<file path="config.mk">
export PLATFORM = sky130hd
export DESIGN_NAME = lut_request_arbiter
export DESIGN_NICKNAME = d
export VERILOG_FILES = /design/src/rtl/lut_request_arbiter.sv
export SDC_FILE = /design/constraint.sdc
export NUM_CORES = 1
export LEC_CHECK = 0
export BUFFER_PORTS_ARGS = -buffer_cell sky130_fd_sc_hd__buf_2
export CAP_MARGIN = 20
export CORE_ASPECT_RATIO = 0.5
export CORE_MARGIN = 2
export CORE_UTILIZATION = 49
export CTS_CLUSTER_SIZE = 10
export DETAILED_ROUTE_END_ITERATION = 12
export PLACE_DENSITY = 0.83
export REMOVE_ABC_BUFFERS = 1
export SKIP_CTS_REPAIR_TIMING = 1
export SLEW_MARGIN = 10
export SYNTH_ARGS = -nofsm -noshare
export SYNTH_HDL_FRONTEND = slang
export SYNTH_SLANG_ARGS = --single-unit
</file>
<file path="constraint.sdc">
create_clock -name clk -period 3.9 [get_ports clk]
set_input_delay 0.39 -clock clk [delete_from_list [all_inputs] [get_ports clk]]
set_output_delay 0.39 -clock clk [all_outputs]
set_load 0.05 [all_outputs]
</file>
<file path="src/rtl/lut_request_arbiter.sv">
// Round-robin arbiter multiplexing N client lookup requests onto one lut_master port.
// Optional watchdog enabled by defining LUT_ARB_TIMEOUT_EN.
module lut_request_arbiter #(
    parameter int unsigned n_clients      = 4,
    parameter int unsigned data_width     = 16,
    parameter int unsigned handle_width   = 2,
    parameter int unsigned timeout_cycles = 256
) (
    input  logic                               clk,
    input  logic                               reset_n,
    input  logic [n_clients-1:0]               cl_req,
    input  logic [n_clients*handle_width-1:0]  cl_handle,
    input  logic [n_clients*data_width-1:0]    cl_arg,
    output logic [n_clients-1:0]               cl_grant,
    output logic [data_width-1:0]              cl_data,
    output logic [n_clients-1:0]               cl_valid,
    output logic [n_clients-1:0]               cl_error,
    output logic                               lut_req,
    output logic [handle_width-1:0]            lut_handle,
    output logic [data_width-1:0]              lut_arg,
    input  logic [data_width-1:0]              lut_data,
    input  logic                               lut_ready,
    input  logic                               lut_invalid,
    output logic                               lut_fault
);

    localparam int unsigned IW = (n_clients > 1) ? $clog2(n_clients) : 1;

    if (n_clients < 2 || timeout_cycles < 1) begin : g_bad_params
        $error("lut_request_arbiter: n_clients must be >= 2 and timeout_cycles >= 1");
    end

    typedef enum logic [1:0] {S_IDLE, S_WAIT_BUSY, S_WAIT_DONE, S_ERROR} state_t;

    state_t                  state_q, state_d;
    logic [IW-1:0]           idx_q, idx_d;
    logic [IW-1:0]           rr_ptr_q, rr_ptr_d;
    logic [n_clients-1:0]    cl_grant_q, cl_grant_d;
    logic [n_clients-1:0]    cl_valid_q, cl_valid_d;
    logic [n_clients-1:0]    cl_error_q, cl_error_d;
    logic [data_width-1:0]   cl_data_q, cl_data_d;
    logic                    lut_req_q, lut_req_d;
    logic [handle_width-1:0] lut_handle_q, lut_handle_d;
    logic [data_width-1:0]   lut_arg_q, lut_arg_d;
    logic                    lut_fault_q, lut_fault_d;

    logic                    win_found;
    logic [IW-1:0]           win_idx;
    int unsigned             scan_j;
    logic                    do_grant, busy_ack, fail_inv, done_ok, timeout_hit, do_fail;

    // First requester at or after rr_ptr, wrapping modulo n_clients.
    always_comb begin
        win_found = 1'b0;
        win_idx   = '0;
        scan_j    = 0;
        for (int unsigned k = 0; k < n_clients; k++) begin
            scan_j = (32'(rr_ptr_q) + k) % n_clients;
            if (!win_found && cl_req[scan_j]) begin
                win_found = 1'b1;
                win_idx   = IW'(scan_j);
            end
        end
    end

    always_comb begin
        do_grant = (state_q == S_IDLE) && lut_ready && win_found;
        busy_ack = (state_q == S_WAIT_BUSY) && !lut_ready;
        fail_inv = (state_q == S_WAIT_DONE) && lut_invalid;
        done_ok  = (state_q == S_WAIT_DONE) && !lut_invalid && lut_ready;
        do_fail  = fail_inv || timeout_hit;
    end

`ifdef LUT_ARB_TIMEOUT_EN
    localparam int unsigned CW = $clog2(timeout_cycles + 1);

    logic [CW-1:0] wd_cnt_q, wd_cnt_d;
    logic          in_wait;

    always_comb begin
        in_wait  = (state_q == S_WAIT_BUSY) || (state_q == S_WAIT_DONE);
        wd_cnt_d = wd_cnt_q;
        if (do_grant)
            wd_cnt_d = '0;
        else if (in_wait)
            wd_cnt_d = wd_cnt_q + CW'(1);
        // Master handshake in the same cycle wins over the watchdog.
        timeout_hit = in_wait && !busy_ack && !fail_inv && !done_ok
                      && (wd_cnt_q == CW'(timeout_cycles - 1));
    end

    always_ff @(posedge clk or negedge reset_n) begin
        if (!reset_n) wd_cnt_q <= '0;
        else          wd_cnt_q <= wd_cnt_d;
    end
`else
    always_comb timeout_hit = 1'b0;
`endif

    always_ff @(posedge clk or negedge reset_n) begin
        if (!reset_n) state_q <= S_IDLE;
        else          state_q <= state_d;
    end

    always_comb begin
        state_d = state_q;
        case (state_q)
            S_IDLE:      if (do_grant) state_d = S_WAIT_BUSY;
            S_WAIT_BUSY: if (timeout_hit) state_d = S_ERROR;
                         else if (busy_ack) state_d = S_WAIT_DONE;
            S_WAIT_DONE: if (do_fail) state_d = S_ERROR;
                         else if (done_ok) state_d = S_IDLE;
            S_ERROR:     state_d = S_ERROR;
        endcase
    end

    always_comb begin
        idx_d        = idx_q;
        rr_ptr_d     = rr_ptr_q;
        cl_grant_d   = '0;
        cl_valid_d   = '0;
        cl_error_d   = '0;
        cl_data_d    = cl_data_q;
        lut_req_d    = 1'b0;
        lut_handle_d = lut_handle_q;
        lut_arg_d    = lut_arg_q;
        lut_fault_d  = (state_d == S_ERROR);
        if (do_grant) begin
            idx_d               = win_idx;
            cl_grant_d[win_idx] = 1'b1;
            lut_req_d           = 1'b1;
            lut_handle_d        = cl_handle[32'(win_idx)*handle_width +: handle_width];
            lut_arg_d           = cl_arg[32'(win_idx)*data_width +: data_width];
        end
        if (do_fail) begin
            cl_error_d[idx_q] = 1'b1;
        end else if (done_ok) begin
            cl_data_d         = lut_data;
            cl_valid_d[idx_q] = 1'b1;
            rr_ptr_d          = (idx_q == IW'(n_clients - 1)) ? '0 : idx_q + IW'(1);
        end
    end

    always_ff @(posedge clk or negedge reset_n) begin
        if (!reset_n) begin
            idx_q        <= '0;
            rr_ptr_q     <= '0;
            cl_grant_q   <= '0;
            cl_valid_q   <= '0;
            cl_error_q   <= '0;
            cl_data_q    <= '0;
            lut_req_q    <= 1'b0;
            lut_handle_q <= '0;
            lut_arg_q    <= '0;
            lut_fault_q  <= 1'b0;
        end else begin
            idx_q        <= idx_d;
            rr_ptr_q     <= rr_ptr_d;
            cl_grant_q   <= cl_grant_d;
            cl_valid_q   <= cl_valid_d;
            cl_error_q   <= cl_error_d;
            cl_data_q    <= cl_data_d;
            lut_req_q    <= lut_req_d;
            lut_handle_q <= lut_handle_d;
            lut_arg_q    <= lut_arg_d;
            lut_fault_q  <= lut_fault_d;
        end
    end

    assign cl_grant   = cl_grant_q;
    assign cl_valid   = cl_valid_q;
    assign cl_error   = cl_error_q;
    assign cl_data    = cl_data_q;
    assign lut_req    = lut_req_q;
    assign lut_handle = lut_handle_q;
    assign lut_arg    = lut_arg_q;
    assign lut_fault  = lut_fault_q;

endmodule

</file>
==> impl_metrics.prom <==
# TYPE chip_impl_metric gauge
chip_impl_info{name="critical_path_capture_point_type",value="flop"} 1
chip_impl_info{name="synth_flop_cell",value="dfrtp_1"} 1
chip_impl_metric{name="place_hpwl",unit="mm"} 5.336
chip_impl_metric{name="global_route.overflow_total",unit=""} 0
chip_impl_metric{name="maxCapViolCount",unit=""} 0
chip_impl_metric{name="finalWirelength",unit="mm"} 7.420
chip_impl_metric{name="maxSlewViolCount",unit=""} 0
chip_impl_metric{name="synth_fa_ha_area_frac",unit=""} 0.01787
chip_impl_metric{name="first_pass_grt_wire_length",unit="mm"} 12.23
chip_impl_metric{name="worst_ep_arrival_time",unit="ps"} 2980
chip_impl_info{name="layout.cells.most_common",value="buf_2"} 1
chip_impl_info{name="commonest_cells_after_routing_fill_and_taps_aside",value="buf_2 (143), dfrtp_1 (54), nand2_1 (42), nor2_1 (25)"} 1
chip_impl_metric{name="grt_start_max_net_pins",unit=""} 55
chip_impl_metric{name="postSynthCellCount",unit=""} 256
chip_impl_metric{name="ys.warnings.count",unit=""} 0
chip_impl_metric{name="first_pass_iters",unit=""} 4
chip_impl_metric{name="synth_seq_cells",unit=""} 54
chip_impl_metric{name="synthXorXnorAreaFrac",unit=""} 0
chip_impl_metric{name="starting_density_of_the_core",unit=""} 0.5101
chip_impl_metric{name="finalCritPeriodShare",unit=""} 0.7324
chip_impl_metric{name="yosysSeqAreaShare",unit=""} 0.4824
chip_impl_metric{name="yosys-mux-area-fraction",unit=""} 0.07191
chip_impl_info{name="worst-setup-path-type",value="flop to flop"} 1
chip_impl_metric{name="drtAntennaViolNets",unit=""} 0
chip_impl_metric{name="power_density",unit="nW/um^2"} 754.1
chip_impl_metric{name="worstMarginPinSlew",unit="ps"} 909.0
chip_impl_metric{name="synth_top_area_share",unit=""} 0.4824
chip_impl_metric{name="critical_path.n_buffers_inverters",unit=""} 0
chip_impl_metric{name="max_stage_delay",unit="ps"} 710
chip_impl_metric{name="die_area",unit="sq um"} 6375
chip_impl_metric{name="synth.avg_cell_area",unit="sq um"} 10.94
chip_impl_info{name="timing.critical_path.from_type",value="flop"} 1
chip_impl_metric{name="ios",unit=""} 144
chip_impl_metric{name="detail_route.drc_violations",unit=""} 0
chip_impl_metric{name="yosys.area_share.simple",unit=""} 0.1970
chip_impl_metric{name="cts.reportedPaths.clkPinSlew",unit="ps"} 70
chip_impl_metric{name="final_cell_utilization_of_the_core",unit=""} 0.6660
chip_impl_metric{name="critPathMaxFanout",unit=""} 36
chip_impl_metric{name="fin_nets",unit=""} 489
chip_impl_metric{name="synth_async_sr_flop_share",unit=""} 1.000
chip_impl_metric{name="final_total_pwr",unit="mW"} 2.758
chip_impl_metric{name="via_count_of_the_routed_design",unit=""} 2535
chip_impl_metric{name="n_antenna_cell",unit=""} 0
chip_impl_metric{name="critical_path_required",unit="ps"} 4020
chip_impl_metric{name="wl_per_cell",unit="um"} 16.03
chip_impl_info{name="main_combinational_cell_family_by_area_after_synthesis",value="simple AND/OR/NAND/NOR gates"} 1
chip_impl_metric{name="die_height",unit="um"} 57.47
chip_impl_metric{name="finalClockSkew",unit="ps"} 3.204
chip_impl_metric{name="fp-row-count",unit=""} 19
chip_impl_metric{name="drive_above_1_share",unit=""} 0.5026
chip_impl_metric{name="grt_pass1_vias",unit=""} 2608
chip_impl_info{name="critical_path.cell_chain",value="mux2i_1, a2bb2oi_2, nand2_2, a2111oi_0, a311oi_1"} 1
chip_impl_metric{name="synthToLayoutAreaGrowth",unit="%"} 30.55
chip_impl_metric{name="number_of_cts_inserted_buffers",unit=""} 5
chip_impl_metric{name="gp_routability_congestion",unit=""} 0.8198
chip_impl_metric{name="buffer_ports.inserted",unit=""} 143
chip_impl_info{name="status",value="complete, no violations"} 1
chip_impl_info{name="hold_path_class",value="input pin to async pin"} 1
chip_impl_metric{name="grt_antenna_before_repair",unit=""} 0
chip_impl_metric{name="maxSlewHeadroom",unit=""} 0.3940
chip_impl_metric{name="ctsLongestPathBuffers",unit=""} 2
chip_impl_metric{name="timing.final.setup_violations",unit=""} 0
chip_impl_info{name="netlist.top_cell.by_area",value="dfrtp_1"} 1
chip_impl_info{name="rsz0062_at_grt",value="no"} 1
chip_impl_info{name="cts_root_buffer",value="clkbuf_16"} 1
chip_impl_metric{name="die_span_in_x",unit="um"} 110.9
chip_impl_metric{name="static-leakage-power",unit="nW"} 1.822
chip_impl_metric{name="final-hold-violation-count",unit=""} 0
chip_impl_metric{name="max_freq",unit="MHz"} 350.1
chip_impl_metric{name="htree_levels",unit=""} 2
chip_impl_metric{name="final.min_clock_period",unit="ps"} 2856
chip_impl_metric{name="cts.sink_count",unit=""} 54
chip_impl_metric{name="synth_cell_type_count",unit=""} 33
chip_impl_metric{name="post_synth_instance_area",unit="sq um"} 2801
chip_impl_metric{name="initialDrtViolationCount",unit=""} 218
chip_impl_info{name="crit_path_top_delay_cell",value="nand2_2"} 1
chip_impl_metric{name="post_synthesis_compound_gate_area_fraction",unit=""} 0.1778
chip_impl_metric{name="detail_route.vias_per_cell",unit=""} 5.475
chip_impl_info{name="cts_tree",value="built"} 1
chip_impl_metric{name="groute.usage.overall",unit=""} 0.2364
chip_impl_info{name="ys_top_cells_by_area",value="dfrtp_1 (48%), mux2_2 (6.8%), nand2_1 (5.6%), a2111oi_2 (5.4%), a311oi_1 (5.3%)"} 1
chip_impl_metric{name="setup-tns-final",unit="ps"} 0
chip_impl_metric{name="clock_latency",unit="ps"} 290
chip_impl_metric{name="core-area",unit="sq um"} 5492
chip_impl_info{name="critical_path_s_top_delay_family",value="compound AO/OA/AOI/OAI gates"} 1
chip_impl_metric{name="count_of_flip_flops_with_a_built_in_enable_after_synthesis",unit=""} 0
chip_impl_metric{name="largest_vdd_supply_drop",unit="uV"} 520.1
chip_impl_metric{name="fin_worst_hold_slack",unit="ps"} 219.1
[synth_stat cells, drive strengths merged, types with 5 or more instances]
library cell / number
dfrtp: 54
a311oi: 18
a2111oi: 18
mux2: 17
buf: 15
inv: 5
nand2: 43
clkbuf: 5
nor2: 25
and3: 20
and2: 11
[worst reg2reg max path, stage by stage, from the launching register on]
cell	delay, ps
dfrtp_1	440
mux2i_1	160
a2bb2oi_2	660
nand2_2	710
a2111oi_0	630
a311oi_1	90
[metrics by stage]
step	setup WS, ps	std cells	area (sq um)
floorplan	1324	236	2671
global placement	1170	455	3501
detailed placement	1030	455	3501
CTS	1054	463	3657
global route	766.6	463	3657
finish	1044	463	3657
[worst paths after layout]
check,start,end,slack (ps),cells after the start
setup / recovery,rr_ptr_q[1],lut_arg[7],1040,5
hold / removal,reset_n,lut_arg[3],220,2
setup reg to reg,rr_ptr_q[1],lut_arg[7],1040,5
hold reg to reg,cl_data[4],cl_data[4],500,1
max in group asynchronous,reset_n,lut_arg[1],3220,2
min in group clk,lut_data[11],cl_data[11],330,2
[power breakdown]
part / internal [mW] / switching, mW / total, mW
Clock: 0.258 / 0.202 / 0.460
Sequential: 0.754 / 0.120 / 0.875
Combinational: 0.391 / 1.03 / 1.42
[final cells by class]
class	instances	area [sq um]
clock buffers	6	138.9
clock inverters	2	17.52
fillers	430	1834
inverters	5	18.77
multi-input cells	177	1301
flip-flops and latches	54	1351
well taps	73	91.34
repair buffers	146	738.2
[metal layers]
| layer | part of all wire | GRT usage | vias up |
|---|---|---|---|
| met5 | 0 | 0 | - |
| met2 | 0.53 | 0.4338 | 103 |
| li1 | - | - | 1181 |
| met1 | 0.40 | 0.2841 | 1231 |
| met3 | 0.052 | 0.04463 | 20 |
| met4 | 0.022 | 0.08929 | 0 |
[cell families (layout without fill, tap and decap cells)]
kind of cell	Yosys count	in the layout
and+or+nand+nor	107	107
DFF	54	54
AOI/OAI and AO/OA	48	48
buffers and inverters	25	159
muxes	18	18
adders and majority gates	4	4
[flip-flops by register name, indices dropped and copies added (netlist names)]
register / cells
idx_q: 2
lut_fault: 1
state_q: 2
lut_req: 1
lut_arg: 16
cl_data: 16
rr_ptr_q: 2
lut_handle: 2
cl_grant: 4
cl_valid: 4
cl_error: 4
No activity file was read; power rests on OpenSTA's default activity.
